`src/rtl/ahb_matrix_decoder_param.sv`:
```
// Per-input-port AHB matrix decoder: region-table routing, response mux and default slave.
// Optional DECODE_ERR_CAPTURE_EN adds first-decode-error address capture (err_clr/err_flag/err_addr).
module ahb_matrix_decoder_param #(
    parameter int NUM_PORTS   = 3,
    parameter int NUM_REGIONS = 5,
    parameter int ADDR_LSB    = 10,
    parameter int DATA_W      = 32,
    parameter int USER_W      = 32,
    parameter int REMAP_W     = 1,
    parameter logic [NUM_REGIONS*(32-ADDR_LSB)-1:0] REGION_BASE =
        {22'h200000, 22'h140000, 22'h0C0000, 22'h000000, 22'h000000},
    parameter logic [NUM_REGIONS*(32-ADDR_LSB)-1:0] REGION_LIMIT =
        {22'h27FFFF, 22'h1FFFFF, 22'h13FFFF, 22'h0BFFFF, 22'h00007F},
    parameter logic [NUM_REGIONS*3-1:0] REGION_PORT =
        {3'd2, 3'd1, 3'd1, 3'd0, 3'd1},
    parameter logic [NUM_REGIONS*REMAP_W-1:0] REGION_REMAP =
        {1'b0, 1'b0, 1'b0, 1'b0, 1'b1}
) (
    input  logic                        HCLK,
    input  logic                        HRESETn,
    input  logic [REMAP_W-1:0]          remapping_dec,
    input  logic                        HREADYS,
    input  logic                        sel_dec,
    input  logic [31-ADDR_LSB:0]        decode_addr_dec,
    input  logic [1:0]                  trans_dec,
    input  logic [NUM_PORTS-1:0]        active_dec_in,
    input  logic [NUM_PORTS-1:0]        readyout_dec,
    input  logic [2*NUM_PORTS-1:0]      resp_dec,
    input  logic [DATA_W*NUM_PORTS-1:0] rdata_dec,
    input  logic [USER_W*NUM_PORTS-1:0] ruser_dec,
    output logic [NUM_PORTS-1:0]        sel_dec_out,
    output logic                        active_dec,
    output logic                        HREADYOUTS,
    output logic [1:0]                  HRESPS,
    output logic [DATA_W-1:0]           HRDATAS,
    output logic [USER_W-1:0]           HRUSERS
`ifdef DECODE_ERR_CAPTURE_EN
    ,
    input  logic                        err_clr,
    output logic                        err_flag,
    output logic [31-ADDR_LSB:0]        err_addr
`endif
);

    localparam int AW = 32 - ADDR_LSB;
    localparam int PW = $clog2(NUM_PORTS + 1);
    localparam logic [PW-1:0] DFT = PW'(NUM_PORTS);
    localparam logic [1:0] OKAY  = 2'b00;
    localparam logic [1:0] ERROR = 2'b01;

    typedef enum logic [1:0] {DS_IDLE, DS_ERR1, DS_ERR2} ds_state_t;

    ds_state_t       r_ds_state;
    ds_state_t       w_ds_next;
    logic [PW-1:0]   r_data_port;
    logic [PW-1:0]   w_hit_port;
    logic [PW-1:0]   w_addr_port;
    logic            w_sel_dft;
    logic            w_ds_start;
    logic            w_ds_ready;
    logic [1:0]      w_ds_resp;

    function automatic logic region_en(input int i);
        logic [REMAP_W-1:0] m;
        m = REGION_REMAP[i*REMAP_W +: REMAP_W];
        return (m == '0) || ((remapping_dec & m) != '0);
    endfunction

    function automatic logic [PW-1:0] region_port(input int i);
        logic [2:0] p;
        p = REGION_PORT[i*3 +: 3];
        if (int'(p) >= NUM_PORTS) return DFT;
        return PW'(p);
    endfunction

    // Walk from the highest index down so the lowest matching region wins
    always_comb begin
        w_hit_port = DFT;
        for (int i = NUM_REGIONS - 1; i >= 0; i--) begin
            if (region_en(i) &&
                decode_addr_dec >= REGION_BASE[i*AW +: AW] &&
                decode_addr_dec <= REGION_LIMIT[i*AW +: AW])
                w_hit_port = region_port(i);
        end
        w_addr_port = (trans_dec == 2'b00) ? r_data_port : w_hit_port;
    end

    always_comb begin
        sel_dec_out = '0;
        active_dec  = 1'b1;
        for (int i = 0; i < NUM_PORTS; i++) begin
            if (w_addr_port == PW'(i)) begin
                sel_dec_out[i] = sel_dec;
                active_dec     = active_dec_in[i];
            end
        end
        w_sel_dft  = sel_dec & (w_addr_port == DFT);
        w_ds_start = HREADYS & w_sel_dft & trans_dec[1];
    end

    always_ff @(posedge HCLK or negedge HRESETn) begin
        if (!HRESETn)
            r_data_port <= '0;
        else if (HREADYS)
            r_data_port <= w_addr_port;
    end

    always_ff @(posedge HCLK or negedge HRESETn) begin
        if (!HRESETn)
            r_ds_state <= DS_IDLE;
        else
            r_ds_state <= w_ds_next;
    end

    always_comb begin
        w_ds_next = r_ds_state;
        case (r_ds_state)
            DS_IDLE: if (w_ds_start) w_ds_next = DS_ERR1;
            DS_ERR1: w_ds_next = DS_ERR2;
            DS_ERR2: if (HREADYS) w_ds_next = w_ds_start ? DS_ERR1 : DS_IDLE;
            default: w_ds_next = DS_IDLE;
        endcase
    end

    always_comb begin
        w_ds_ready = 1'b1;
        w_ds_resp  = OKAY;
        case (r_ds_state)
            DS_ERR1: begin
                w_ds_ready = 1'b0;
                w_ds_resp  = ERROR;
            end
            DS_ERR2: w_ds_resp = ERROR;
            default: ;
        endcase
    end

    always_comb begin
        HREADYOUTS = w_ds_ready;
        HRESPS     = w_ds_resp;
        HRDATAS    = '0;
        HRUSERS    = '0;
        for (int i = 0; i < NUM_PORTS; i++) begin
            if (r_data_port == PW'(i)) begin
                HREADYOUTS = readyout_dec[i];
                HRESPS     = resp_dec[2*i +: 2];
                HRDATAS    = rdata_dec[DATA_W*i +: DATA_W];
                HRUSERS    = ruser_dec[USER_W*i +: USER_W];
            end
        end
    end

`ifdef DECODE_ERR_CAPTURE_EN
    logic          r_err_flag;
    logic [AW-1:0] r_err_addr;
    logic          w_err_new;

    assign w_err_new = (r_ds_state == DS_IDLE) && (w_ds_next == DS_ERR1);

    // A fresh error in the same cycle as err_clr keeps the flag set
    always_ff @(posedge HCLK or negedge HRESETn) begin
        if (!HRESETn) begin
            r_err_flag <= 1'b0;
            r_err_addr <= '0;
        end else if (w_err_new) begin
            if (!r_err_flag)
                r_err_addr <= decode_addr_dec;
            r_err_flag <= 1'b1;
        end else if (err_clr) begin
            r_err_flag <= 1'b0;
        end
    end

    assign err_flag = r_err_flag;
    assign err_addr = r_err_addr;
`endif

endmodule

```
`config.mk`:
```
export PLATFORM = sky130hd
export DESIGN_NAME = ahb_matrix_decoder_param
export DESIGN_NICKNAME = d
export VERILOG_FILES = /design/src/rtl/ahb_matrix_decoder_param.sv
export SDC_FILE = /design/constraint.sdc
export NUM_CORES = 1
export LEC_CHECK = 0
export ABC_CLOCK_PERIOD_IN_PS = 4170
export CORE_AREA = 3 3 116 118
export CTS_CLUSTER_DIAMETER = 50
export CTS_CLUSTER_SIZE = 24
export DETAILED_ROUTE_END_ITERATION = 16
export DIE_AREA = 0 0 119 121
export PLACE_DENSITY_LB_ADDON = 0.2
export SLEW_MARGIN = 20
export SYNTH_ARGS = -nofsm -noshare
export SYNTH_HDL_FRONTEND = slang
export SYNTH_SLANG_ARGS = --single-unit
```
`constraint.sdc`:
```
create_clock -name HCLK -period 4.17 [get_ports HCLK]
set_input_delay 0.834 -clock HCLK [delete_from_list [all_inputs] [get_ports HCLK]]
set_output_delay 0.834 -clock HCLK [all_outputs]
set_load 0.05 [all_outputs]
```
==> run_results.csv <==
group,metric,value,unit
finish,area_growth_syn_to_layout,168,%
critical_path,cp_max_fo,5,
critical_path,cp_cell_sequence,"clkdlybuf4s50_1 -> o21a_1 -> nor3_4 -> a21oi_2 -> nor3b_1 -> clkdlybuf4s50_1",
pwr,p_leak,2.06,nW
synthesis,synthFlopType,"dfrtp_1",
floorplanning,coreArea,0.0126,mm²
synthesis,ys_warn_count,0,
global_route,gr-total-overflow,0,
synthesis,yosys-top-cells-count,"mux2i_1, nand2_1, o21ai_0, o21ai_1, buf_6",
critical_path,start_kind,"input port",
critical_path,cp_num_buf_inv,2,
timing,fmax,265,MHz
critical_path,path_class,"input port to primary output",
timing,fin_crit_sh,90.5,%
synthesis,synth_edf_count,0,
synthesis,syn_inst,267,
route,drc_errors,0,
clock_network,cts_tree,"done",
timing,finClkSkew,0.0000513,ns
clock_network,cts_buffers,3,
clock_network,hold_buffers,0,
critical_path,slowest_delay,0.84,ns
synthesis,synth_nets,505,
critical_path,cp_top_family,"buffers and inverters",
floorplanning,fp.dieH,121,µm
pwr,pwr_density_cell,277,mW/mm²
timing,relSlewSlack,52.5,%
place,io_buffers,296,
critical_path,arrival,2.94,ns
place,dp_hpwl,8880,µm
critical_path,regToRegStartpoint,"r_data_port[0]",
route,wl_per_cell,14.9,µm
timing,finalSetupViolations,0,
synthesis,synth_area_leaders,"mux2i_1, o21ai_0, nand2_1",
hold_path,hold_path.class,"flip-flop to flip-flop",
synthesis,synthesis.area,0.00187,mm²
finish,drive_gt1_share,3.83,%
clock_network,clkSinkCount,4,
route,firstDrtPassIters,4,
finish,utilization,39.9,%
finish,num_antenna_cells,0,
timing,hold_violations,0,
global_route,grt_pass1_wl,15800,µm
place,gp_congestion,0.781,
clock_network,cts_resized,0,
floorplanning,pin_count,304,
clock_network,max-clock-path-buffers,2,
floorplanning,die_x,119,µm
clock_network,post-cts-setup-buffer-count,0,
synthesis,synth_cell_types,31,
clock_network,path_clk_slew,0.03,ns
run_status,status,"finished clean",
global_route,grt_pass1_vias,3136,
synthesis,yosysMostFrequentCell,"mux2i_1",
floorplanning,start_util,14.9,%
critical_path,cp.required,3.34,ns
timing,setup_tns,0,ns
clock_network,htreeDepth,1,
timing,worstMarginPinSlew,0.713,ns
hold_path,worstHoldStart,"r_ds_state[1]",
global_route,antenna_found_initial,0,
route,wirelength,10800,µm
timing,period_minus_slack,3.77,ns
synthesis,yosysTopAreaCell,"mux2i_1",
timing,slew_viol_final,0,
pwr,ir_worst_vdd,0.238,mV
route,ant_nets,0,
synthesis,syn_area_per_cell,7.02,µm²
route,first_iter_violations,77,
flow_run,cap_violations,0,
critical_path,slowest_stage,"clkdlybuf4s50_1",
critical_path,crit_path_end_kind,"primary output",
critical_path,crit_top_cell,"clkdlybuf4s50_1",
clock_network,clk-insertion-delay-late,0.22,ns
floorplanning,design.die.area,0.0144,mm²
synthesis,ys_ff_latch,4,
timing,rsz0062_at_grt,"false",
finish,nets,788,
floorplanning,rows,41,
global_route,grt_usage,13.4,%
global_route,grt_max_degree,70,
critical_path,crit_start,"decode_addr_dec[21]",
route,via_per_inst,4.23,
synthesis,yosysTopAreaCellShare,36.3,%
synthesis,ys_async_sr_fraction,100,%
synthesis,ys_seq_area_share,5.34,%
route,vias,3048,
clock_network,cts_root_buffer,"clkbuf_16",
-- final cells by class --
type / count / area (µm²)
Tap cell: 172 / 215
Multi-Input combinational cell: 237 / 1600
Clock buffer: 4 / 78.8
Timing Repair Buffer: 300 / 3000
Sequential cell: 4 / 105
Inverter: 4 / 15.0
Fill cell: 1304 / 7560
-- worst min-delay path, delay by kind of cell (launching register included) --
family	cells	cell delay, ns
flip-flops	1	0.40
AND/OR/NAND/NOR	2	0.19
-- cells by family (layout without fill, tap and decap cells) --
| kind of cell | count (synthesis) | after routing | synth area share [%] |
|---|---|---|---|
| fa+ha+maj | 5 | 5 | 3.34 |
| simple gates | 89 | 89 | 21.7 |
| flops | 4 | 4 | 5.34 |
| buf+inv | 26 | 308 | 9.42 |
| mux | 73 | 73 | 41.1 |
| compound gates | 70 | 70 | 19.0 |
-- metal layers --
layer	wire length (µm)	part of all wire, %	track usage [%]	vias up
met2	5760	54	26.6	164
li1	-	-	-	1518
met3	1030	9.6	3.92	12
met1	3820	36	13.9	1354
met5	0	0	0	-
met4	145	1.3	2.46	0
-- flip-flops by register name, indices dropped and copies added, names as in the netlist --
| signal | count |
|---|---|
| r_data_port | 2 |
| r_ds_state | 2 |
-- layout by cell type, fill, tap and decap left out, types with 2 or more instances in the layout --
cell,instances
inv_1,4
a21oi_1,3
nor2_1,3
clkbuf_16,3
buf_4,5
clkdlybuf4s50_1,294
mux4_2,2
dfrtp_1,2
o21ai_1,13
mux2i_1,68
o21ai_0,52
nand4_1,4
ha_1,5
nor4_1,3
nand3_1,2
nand2_1,67
mux2_2,2
-- final timing paths --
path                                  end  slack (ns)  cells past startpoint
max in group asynchronous  r_data_port[0]        3.17                      1
hold / removal              r_ds_state[1]        0.64                      2
min in group asynchronous  r_data_port[0]        0.81                      1
setup / recovery           sel_dec_out[2]        0.40                      6
setup reg to reg           r_data_port[0]        2.67                      4
hold reg to reg             r_ds_state[1]        0.64                      2
-- power by group --
part | switching, mW | total, mW | internal [mW]
Combinational | 0.668 | 1.17 | 0.501
Sequential | 0.0119 | 0.0620 | 0.0501
Clock | 0.0286 | 0.155 | 0.126
Total | 0.708 | 1.39 | 0.678
-- through the flow --
step / cells / setup slack (ns) / power [mW] / hold slack [ns] / instance area (µm²)
after floorplan: 267 / 0.877 / 0.760 / 0.538 / 1870
after global placement: 717 / 0.433 / 1.23 / 0.617 / 4930
after detailed placement: 717 / 0.388 / 1.24 / 0.644 / 4930
after CTS: 721 / 0.382 / 1.40 / 0.655 / 5010
after global routing: 721 / 0.320 / 1.46 / 0.672 / 5010
final: 721 / 0.396 / 1.39 / 0.636 / 5010
(Power assumes the default switching activity.)
==> RTL change 1: new RTL, config.mk and constraints unchanged <==
Set the parameter `NUM_PORTS` to 6 (it was 3).
--- a/src/rtl/ahb_matrix_decoder_param.sv
+++ b/src/rtl/ahb_matrix_decoder_param.sv
@@ -1,7 +1,7 @@
 // Per-input-port AHB matrix decoder: region-table routing, response mux and default slave.
 // Optional DECODE_ERR_CAPTURE_EN adds first-decode-error address capture (err_clr/err_flag/err_addr).
 module ahb_matrix_decoder_param #(
-    parameter int NUM_PORTS   = 3,
+    parameter int NUM_PORTS   = 6,
     parameter int NUM_REGIONS = 5,
     parameter int ADDR_LSB    = 10,
     parameter int DATA_W      = 32,
Ports: changed (6 resized); port bits go from 304 to 511. The function was not compared with the original's and may differ.
==> RTL change 1 against the original RTL <==
Synthesized area up 92%. The run now fails in I/O pin placement (3_2_place_iop).
==> RTL change 1: results <==
<?xml version="1.0" encoding="UTF-8"?>
<metrics>
  <group name="run_status">
    <metric name="run_status" unit="">did not finish</metric>
    <metric name="lastStage" unit="">I/O pin placement (3_2_place_iop)</metric>
    <metric name="first-error" unit="">[ERROR PPL-0024] Number of IO pins (511) exceeds maximum number of available positions (426). Increase the die perimeter from 480.00um to 694.96um.</metric>
  </group>
  <group name="logic_synthesis">
    <metric name="syn_nets" unit="">961</metric>
    <metric name="synth_area_leaders" unit="">sky130_fd_sc_hd__mux2i_1, sky130_fd_sc_hd__o221ai_1, sky130_fd_sc_hd__a22oi_1, sky130_fd_sc_hd__mux4_2, sky130_fd_sc_hd__a21oi_1</metric>
    <metric name="ys.flop_type" unit="">sky130_fd_sc_hd__dfrtp_1</metric>
    <metric name="synth_seq_area_share" unit="%">3.48</metric>
    <metric name="synth.top_cells.by_count" unit="">sky130_fd_sc_hd__mux2i_1, sky130_fd_sc_hd__a21oi_1, sky130_fd_sc_hd__nor2_1</metric>
    <metric name="synth_cell_types" unit="">40</metric>
    <metric name="synth-warning-count" unit="">0</metric>
    <metric name="synth_async_sr_flop_share" unit="%">100</metric>
    <metric name="syn_inst" unit="">519</metric>
    <metric name="ys_ff_latch" unit="">5</metric>
  </group>
  <group name="floorplanning">
    <metric name="row_count" unit="">41</metric>
  </group>
</metrics>
## RTL change 1: logic make-up after synthesis
kind of cell / share of synthesized area (%)
AO/OA/AOI/OAI: 39.1
AND/OR/NAND/NOR: 16.9
multiplexers: 28.6
buffers and inverters: 10.2
adder cells (fa/ha/maj): 1.74
flip-flops: 3.48
==> RTL change 2: new RTL, same settings <==
Without the edit above. The 3 states of `ds_state_t` get a one-hot encoding in 3 bits.
--- a/src/rtl/ahb_matrix_decoder_param.sv
+++ b/src/rtl/ahb_matrix_decoder_param.sv
@@ -48,7 +48,7 @@
     localparam logic [1:0] OKAY  = 2'b00;
     localparam logic [1:0] ERROR = 2'b01;
 
-    typedef enum logic [1:0] {DS_IDLE, DS_ERR1, DS_ERR2} ds_state_t;
+    typedef enum logic [2:0] {DS_IDLE = 3'b001, DS_ERR1 = 3'b010, DS_ERR2 = 3'b100} ds_state_t;
 
     ds_state_t       r_ds_state;
     ds_state_t       w_ds_next;
Check against the original RTL: same outputs for any inputs over 10 cycles, from zero or initial values and one cycle with HRESETn low; not proved beyond that.
==> RTL change 2 against the original RTL <==
Clock skew is essentially flat. Synthesized area shrank 5.2%. Final area shrank 1.3%. Setup slack lost 7.9 ps. Sequential cell count grew 1. Wire length grew 8.6%. Via count shrank 1.2%. Die area is the same. Non-clock buffer count grew 1. Register-to-register slack gained 170 ps. Power shrank 8.0%. Sequential power grew 25%. Critical path type unchanged. Critical endpoint is now sel_dec_out[0]. Largest power group unchanged. Highest routed layer unchanged.
==> RTL change 2: results <==
<?xml version="1.0" encoding="UTF-8"?>
<metrics>
  <group name="worst_hold_path">
    <metric name="hold_path_depth" unit="">1</metric>
    <metric name="worst_hold_path.endpoint" unit="">r_ds_state[2]$_DFFE_PN0P_</metric>
  </group>
  <group name="grt">
    <metric name="globalRouteMet1Util" unit="%">16.4</metric>
  </group>
  <group name="logic_synthesis">
    <metric name="fraction_of_the_mapped_netlist_area_in_adder_cells" unit="%">0</metric>
    <metric name="synth_seq_area_share" unit="%">7.12</metric>
    <metric name="syn_nets" unit="">495</metric>
    <metric name="synth_area_leaders" unit="">sky130_fd_sc_hd__mux2i_1, sky130_fd_sc_hd__o21ai_0, sky130_fd_sc_hd__nand2_1, sky130_fd_sc_hd__dfrtp_1, sky130_fd_sc_hd__buf_4</metric>
    <metric name="synth.top_cells.by_count" unit="">sky130_fd_sc_hd__mux2i_1, sky130_fd_sc_hd__nand2_1, sky130_fd_sc_hd__o21ai_0</metric>
    <metric name="synth.area.mux_share" unit="%">42.6</metric>
    <metric name="synth_cell_types" unit="">28</metric>
  </group>
  <group name="finish">
    <metric name="clock_buffer_and_inverter_area_fraction_after_layout" unit="%">1.59</metric>
    <metric name="num-nonclk-buffers" unit="">301</metric>
    <metric name="layout.nets" unit="">778</metric>
    <metric name="nFlopsAndLatches" unit="">5</metric>
    <metric name="drive_gt1_share" unit="%">3.13</metric>
    <metric name="multiInputGateArea" unit="µm²">1520</metric>
    <metric name="inverters_excl_clock" unit="">0</metric>
    <metric name="bufAreaShareNonClock" unit="%">60.8</metric>
    <metric name="layout.comb_gates.multi_input" unit="">234</metric>
    <metric name="fillerInstances" unit="">1303</metric>
  </group>
  <group name="power_and_ir_drop">
    <metric name="total_leakage_power" unit="nW">2.02</metric>
    <metric name="power.net_switching" unit="µW">637</metric>
    <metric name="vdd_drop_max" unit="V">0.000146</metric>
  </group>
  <group name="critical_path">
    <metric name="path_max_fanout" unit="">6</metric>
    <metric name="worstRegToRegCells" unit="">3</metric>
  </group>
  <group name="detailed_routing">
    <metric name="initialDrtViolationCount" unit="">110</metric>
    <metric name="wirelength" unit="µm">11700</metric>
  </group>
  <group name="timing">
    <metric name="tightestPinTransition" unit="ps">608</metric>
  </group>
  <group name="run_status">
    <metric name="run_status" unit="">complete, no violations</metric>
  </group>
  <group name="place">
    <metric name="gp_congestion" unit="">0.752</metric>
  </group>
</metrics>
[RTL change 2: changes by cell type after synthesis, moves of 5 or more]
| cell | before | now |
|---|---|---|
| sky130_fd_sc_hd__buf_6 | 7 | 1 |
| sky130_fd_sc_hd__ha_1 | 5 | 0 |
| sky130_fd_sc_hd__o21ai_0 | 52 | 66 |
| sky130_fd_sc_hd__o21ai_1 | 13 | 0 |
[RTL change 2: power groups by stage]
stage	Clock, mW	Combinational (mW)	Sequential, mW
after floorplan	0	0.607	0.0546
after global placement	0	1.04	0.0791
after detailed placement	0	1.05	0.0785
after CTS	0.159	1.05	0.0780
after global routing	0.165	1.09	0.0795
final	0.156	1.04	0.0774
[RTL change 2: metrics by stage]
stage / hold slack (ps) / instance area [µm²] / power [mW] / std cells / setup WS, ps
3_5_place_dp: 576 / 4870 / 1.13 / 712 / 389
5_1_grt: 665 / 4950 / 1.34 / 716 / 142
4_1_cts: 605 / 4950 / 1.29 / 716 / 372
2_1_floorplan: 536 / 1780 / 0.662 / 262 / 902
6_report: 601 / 4950 / 1.28 / 716 / 388
3_3_place_gp: 559 / 4870 / 1.12 / 712 / 408
[RTL change 2: how the worst max path moves through the flow]
stage / cells past startpoint / startpoint / slack [ps] / end
6_report: 6 / trans_dec[1] / 390 / sel_dec_out[0]
5_1_grt: 6 / trans_dec[1] / 140 / sel_dec_out[0]
4_1_cts: 6 / trans_dec[1] / 370 / sel_dec_out[0]
3_5_place_dp: 6 / trans_dec[1] / 390 / sel_dec_out[0]
3_3_place_gp: 6 / trans_dec[1] / 410 / sel_dec_out[0]
2_1_floorplan: 4 / decode_addr_dec[18] / 900 / sel_dec_out[2]
